**config.mk**
```make
export PLATFORM = sky130hd
export DESIGN_NAME = addsub_arbiter
export DESIGN_NICKNAME = d
export VERILOG_FILES = /design/src/rtl/addsub_ctrl_pkg.sv /design/src/rtl/adder_subtractor_4bit.sv /design/src/rtl/addsub_arbiter.sv
export SDC_FILE = /design/constraint.sdc
export NUM_CORES = 1
export LEC_CHECK = 0
export BUFFER_PORTS_ARGS = -buffer_cell sky130_fd_sc_hd__buf_4
export CORE_MARGIN = 2
export CORE_UTILIZATION = 40
export CTS_BUF_LIST = sky130_fd_sc_hd__clkbuf_16
export DETAILED_ROUTE_END_ITERATION = 6
export GPL_ROUTABILITY_DRIVEN = 0
export PLACE_DENSITY = 0.75
export SKIP_LAST_GASP = 1
export SLEW_MARGIN = 40
export SYNTH_ARGS = -nofsm -noshare
export SYNTH_HDL_FRONTEND = slang
export SYNTH_SLANG_ARGS = --single-unit
```
**constraint.sdc**
```tcl
create_clock -name clk -period 4.3 [get_ports clk]
set_input_delay 0.645 -clock clk [delete_from_list [all_inputs] [get_ports clk]]
set_output_delay 0.645 -clock clk [all_outputs]
set_load 0.1 [all_outputs]
```
**src/rtl/addsub_ctrl_pkg.sv**
```systemverilog
// Shared constants and state encoding for the add/sub arbiter.
package addsub_ctrl_pkg;

  // Operand width of the shared adder/subtractor.
  localparam int unsigned OPW = 4;

  // Operation select encoding.
  localparam logic OP_ADD = 1'b0;
  localparam logic OP_SUB = 1'b1;

  // Arbiter FSM states.
  typedef enum logic [1:0] {
    IDLE = 2'd0,
    EXEC = 2'd1,
    RESP = 2'd2
  } state_e;

endpackage

```
**src/rtl/adder_subtractor_4bit.sv**
```systemverilog
// Combinational 4-bit adder/subtractor: sel=0 -> a+b, sel=1 -> a+~b+1.
// cout is bit 4 of the 5-bit result (for subtract, 1 means no borrow).
module adder_subtractor_4bit
  import addsub_ctrl_pkg::*;
(
  input  logic [OPW-1:0] a,
  input  logic [OPW-1:0] b,
  input  logic           sel,
  output logic [OPW-1:0] sum,
  output logic           cout
);

  logic [OPW-1:0] b_eff;
  logic [OPW:0]   total;

  // Invert B and inject the carry-in for subtraction.
  always_comb begin
    b_eff = (sel == OP_SUB) ? ~b : b;
    total = {1'b0, a} + {1'b0, b_eff} + {{OPW{1'b0}}, sel};
  end

  assign sum  = total[OPW-1:0];
  assign cout = total[OPW];

endmodule

```
**src/rtl/addsub_arbiter.sv**
```systemverilog
// Two-requester round-robin front end for a single shared adder_subtractor_4bit.
// A granted operation is latched, given SETTLE_CYCLES cycles to settle, captured,
// and held on the rsp_* outputs until the consumer takes it.
// Optional feature: define ADDSUB_OVF_FLAG_EN to add the rsp_ovf output
// (signed overflow of the captured operation).
module addsub_arbiter
  import addsub_ctrl_pkg::*;
#(
  parameter int unsigned SETTLE_CYCLES = 2
) (
  input  logic           clk,
  input  logic           rst_n,

  input  logic           req_valid_0,
  output logic           req_ready_0,
  input  logic [OPW-1:0] req_a_0,
  input  logic [OPW-1:0] req_b_0,
  input  logic           req_sel_0,

  input  logic           req_valid_1,
  output logic           req_ready_1,
  input  logic [OPW-1:0] req_a_1,
  input  logic [OPW-1:0] req_b_1,
  input  logic           req_sel_1,

  output logic           rsp_valid,
  input  logic           rsp_ready,
  output logic           rsp_id,
  output logic [OPW-1:0] rsp_sum,
  output logic           rsp_cout,
`ifdef ADDSUB_OVF_FLAG_EN
  output logic           rsp_ovf,
`endif
  output logic           busy
);

  // Final EXEC count value; EXEC spans counts 0 .. SETTLE_CYCLES-1.
  localparam logic [3:0] LAST_CNT = 4'(SETTLE_CYCLES - 1);

  state_e         state;
  logic           last_served;  // requester granted most recently
  logic [3:0]     settle_cnt;
  logic [OPW-1:0] op_a;
  logic [OPW-1:0] op_b;
  logic           op_sel;
  logic           op_id;
  logic           grant_0;
  logic           grant_1;
  logic [OPW-1:0] add_sum;
  logic           add_cout;

  // Round-robin grant, only offered while idle; on a tie the requester not
  // served last wins.
  always_comb begin
    grant_0 = 1'b0;
    grant_1 = 1'b0;
    if (state == IDLE) begin
      if (req_valid_0 && (!req_valid_1 || last_served)) begin
        grant_0 = 1'b1;
      end else if (req_valid_1) begin
        grant_1 = 1'b1;
      end
    end
  end

  assign req_ready_0 = grant_0;
  assign req_ready_1 = grant_1;

  // Latched operands drive the shared datapath, so requester inputs that
  // change after the grant cannot disturb the operation in flight.
  adder_subtractor_4bit u_addsub (
    .a    (op_a),
    .b    (op_b),
    .sel  (op_sel),
    .sum  (add_sum),
    .cout (add_cout)
  );

`ifdef ADDSUB_OVF_FLAG_EN
  logic b_msb_eff;
  logic ovf_calc;

  // Signed overflow: effective operands share a sign that the result lacks.
  always_comb begin
    b_msb_eff = (op_sel == OP_SUB) ? ~op_b[OPW-1] : op_b[OPW-1];
    ovf_calc  = (op_a[OPW-1] == b_msb_eff) && (add_sum[OPW-1] != op_a[OPW-1]);
  end
`endif

  // Control FSM with registered response and status outputs.
  always_ff @(posedge clk or negedge rst_n) begin
    if (!rst_n) begin
      state       <= IDLE;
      last_served <= 1'b1;
      settle_cnt  <= 4'd0;
      op_a        <= '0;
      op_b        <= '0;
      op_sel      <= OP_ADD;
      op_id       <= 1'b0;
      rsp_valid   <= 1'b0;
      rsp_id      <= 1'b0;
      rsp_sum     <= '0;
      rsp_cout    <= 1'b0;
      busy        <= 1'b0;
`ifdef ADDSUB_OVF_FLAG_EN
      rsp_ovf     <= 1'b0;
`endif
    end else begin
      case (state)
        IDLE: begin
          if (grant_0 || grant_1) begin
            op_a        <= grant_1 ? req_a_1 : req_a_0;
            op_b        <= grant_1 ? req_b_1 : req_b_0;
            op_sel      <= grant_1 ? req_sel_1 : req_sel_0;
            op_id       <= grant_1;
            last_served <= grant_1;
            settle_cnt  <= 4'd0;
            busy        <= 1'b1;
            state       <= EXEC;
          end
        end
        EXEC: begin
          if (settle_cnt == LAST_CNT) begin
            rsp_sum   <= add_sum;
            rsp_cout  <= add_cout;
            rsp_id    <= op_id;
            rsp_valid <= 1'b1;
`ifdef ADDSUB_OVF_FLAG_EN
            rsp_ovf   <= ovf_calc;
`endif
            state     <= RESP;
          end else begin
            settle_cnt <= settle_cnt + 4'd1;
          end
        end
        RESP: begin
          // Returning to IDLE here means no new grant in the handshake cycle.
          if (rsp_ready) begin
            rsp_valid <= 1'b0;
            busy      <= 1'b0;
            state     <= IDLE;
          end
        end
        default: begin
          state <= IDLE;
        end
      endcase
    end
  end

endmodule

```
==> out/metrics.csv <==
metric,value,unit
path_cells,"nor2_4, nand3_2, inv_1, buf_4",
startpoint_type,flip-flop,
fin_nets,186,
cp.required,3.65,ns
ant_nets,0,
dr.first_iter.drc_count,20,
setup_tns,0,ns
io_buffers,32,
cp_max_fo,10,
grt_pass1_wl,3720,um
vias,954,
h-tree-depth,1,
finClkSkew,0.00420,ns
synth_flop_cell,dfrtp_1,
die_area,3700,um2
cpMaxStageDelayCell,dfrtp_1,
die_w,60.8,um
maxCapViolations,0,
arrival,1.67,ns
crit_type,reg2out,
io_pins,33,
antenna_found_initial,0,
n_antenna_cell,0,
cts_root_buf,clkbuf_16,
nFillCells,274,
worstMarginPinSlew,0.533,ns
fmax,433,MHz
cts_tree,yes,
netlist_top_cells_area,"dfrtp_1, mux2i_1, nand2_1, o21ai_1, ha_1",
cp_slowest_stage_delay,0.45,ns
slew-limit-headroom,64.3,%
synthCells,124,
crit-reg2reg-launch,op_sel,
post-route-period-util,53.8,%
grt-ovfl-total,0,
finalCriticalPeriod,2.31,ns
grt_usage,13.6,%
layout_common_cells,"buf_4, dfrtp_1, nand2_1, o21ai_1, mux2i_1",
vias_per_cell,4.77,
wl_per_cell,11.6,um
rsz0062_at_grt,no,
hold_viol,0,
outcome,completed,
yosys_warnings,0,
finalWirelength,2330,um
setup.worst_path.start,state[1],
cts_buffers,3,
hp-class,in2async,
synth_edf_count,0,
coreArea,3050,um2
clock_path_buffers,2,
dp_hpwl,1790,um
dr.pass1.iters,4,
postCtsSetupRepairBufs,0,
cts_hold_buffers,0,
critPathTopFamily,simple AND/OR/NAND/NOR gates,
die_h,60.8,um
finalSetupViolCount,0,
synth_top_area_share,46.6,%
synth_area,1290,um2
slew_violations,0,
ys_seq_area_share,48.6,%
hold-worst-slack,0.282,ns
cp_num_buf_inv,2,
clk_latency,0.25,ns
grt_max_degree,26,
cp-end-kind,output pin,
start_util,42.3,%
avgSynthCellArea,10.4,um2
drt_drc_violations_left,0,
synth_top_area_cell,dfrtp_1,
drive_gt1_share,28.8,%
rows,20,
cts.clk_slew.worst_paths,0.06,ns
synthDistinctLibCells,28,
synthArstFlopShare,100,%
syn_to_final_growth,27.2,%
cts.sinks,25,
grt_pass1_vias,852,
synth_seq_cells,25,
final_common_cell,buf_4,
syn_nets,153,
postCtsResizedCells,0,
## cells by family (layout without fill, tap and decap cells)
logic type               Yosys count  after routing  share of synthesized area [%]
AND/OR/NAND/NOR                   38             38                           15.7
AO/OA/AOI/OAI                     26             26                           10.7
flip-flops                        25             25                           48.6
multiplexers                      11             11                           8.92
buffers and inverters             10             42                           4.27
XOR/XNOR                           8              8                           5.43
adder cells (fa/ha/maj)            6              6                           6.40
## synthesized netlist by cell type (all sizes together) (2+ instances only)
cell type,number
dfrtp,24
nand2,23
o21ai,19
mux2i,10
inv,6
a21oi,5
ha,5
nand3,5
buf,4
xnor2,4
xor2,4
nor2,3
and2,2
## through the flow
stage / setup WS [ns] / cell area (um2) / cells / util, %
2_1_floorplan: 1.47 / 1290 / 124 / -
3_3_place_gp: 2.08 / 1550 / 196 / 50.9
3_5_place_dp: 2.07 / 1550 / 196 / 50.9
4_1_cts: 1.98 / 1630 / 200 / 53.5
5_1_grt: 1.89 / 1640 / 200 / 53.7
6_report: 1.99 / 1640 / 200 / 53.7
## registers in the layout, indices dropped and copies added, names as in the netlist
name / count
op_a: 4
state: 2
rsp_cout: 1
op_sel: 1
last_served: 1
rsp_valid: 1
rsp_sum: 4
op_b: 4
rsp_id: 1
busy: 1
settle_cnt: 4
op_id: 1
## worst paths after layout
| kind | slack, ns | end | cells past startpoint |
|---|---|---|---|
| max | 1.99 | req_ready_1 | 4 |
| min reg2reg | 0.48 | rsp_sum[1] | 2 |
| max reg2reg | 2.65 | rsp_cout | 7 |
| min | 0.28 | rsp_id | 1 |
| max in group asynchronous | 3.73 | last_served | 1 |
| min in group clk | 0.48 | rsp_sum[1] | 2 |
## layout make-up
type                       count  area, um2  share of cell area, %
inverter                       6       22.5                   1.37
clock inverter                 1       5.00                  0.305
sequential                    25        627                   38.2
tap                           44       55.1                   3.36
timing repair buffer          32        240                   14.6
clock buffer                   3       75.1                   4.58
multi-input combinational     89        616                   37.5
## metal layers
layer | global-route usage [%] | part of all wire, % | vias to the layer above | wire length [um]
met1 | 17.2 | 44 | 448 | 1030
met3 | 0.853 | 3.3 | 2 | 76
met2 | 23.0 | 51 | 22 | 1190
met4 | 7.45 | 1.7 | 0 | 40
li1 | - | - | 482 | -
met5 | 0 | 0 | - | 0
Power is not shown: default switching activity piles up to over one toggle a cycle in this logic, so the estimate is an artifact.
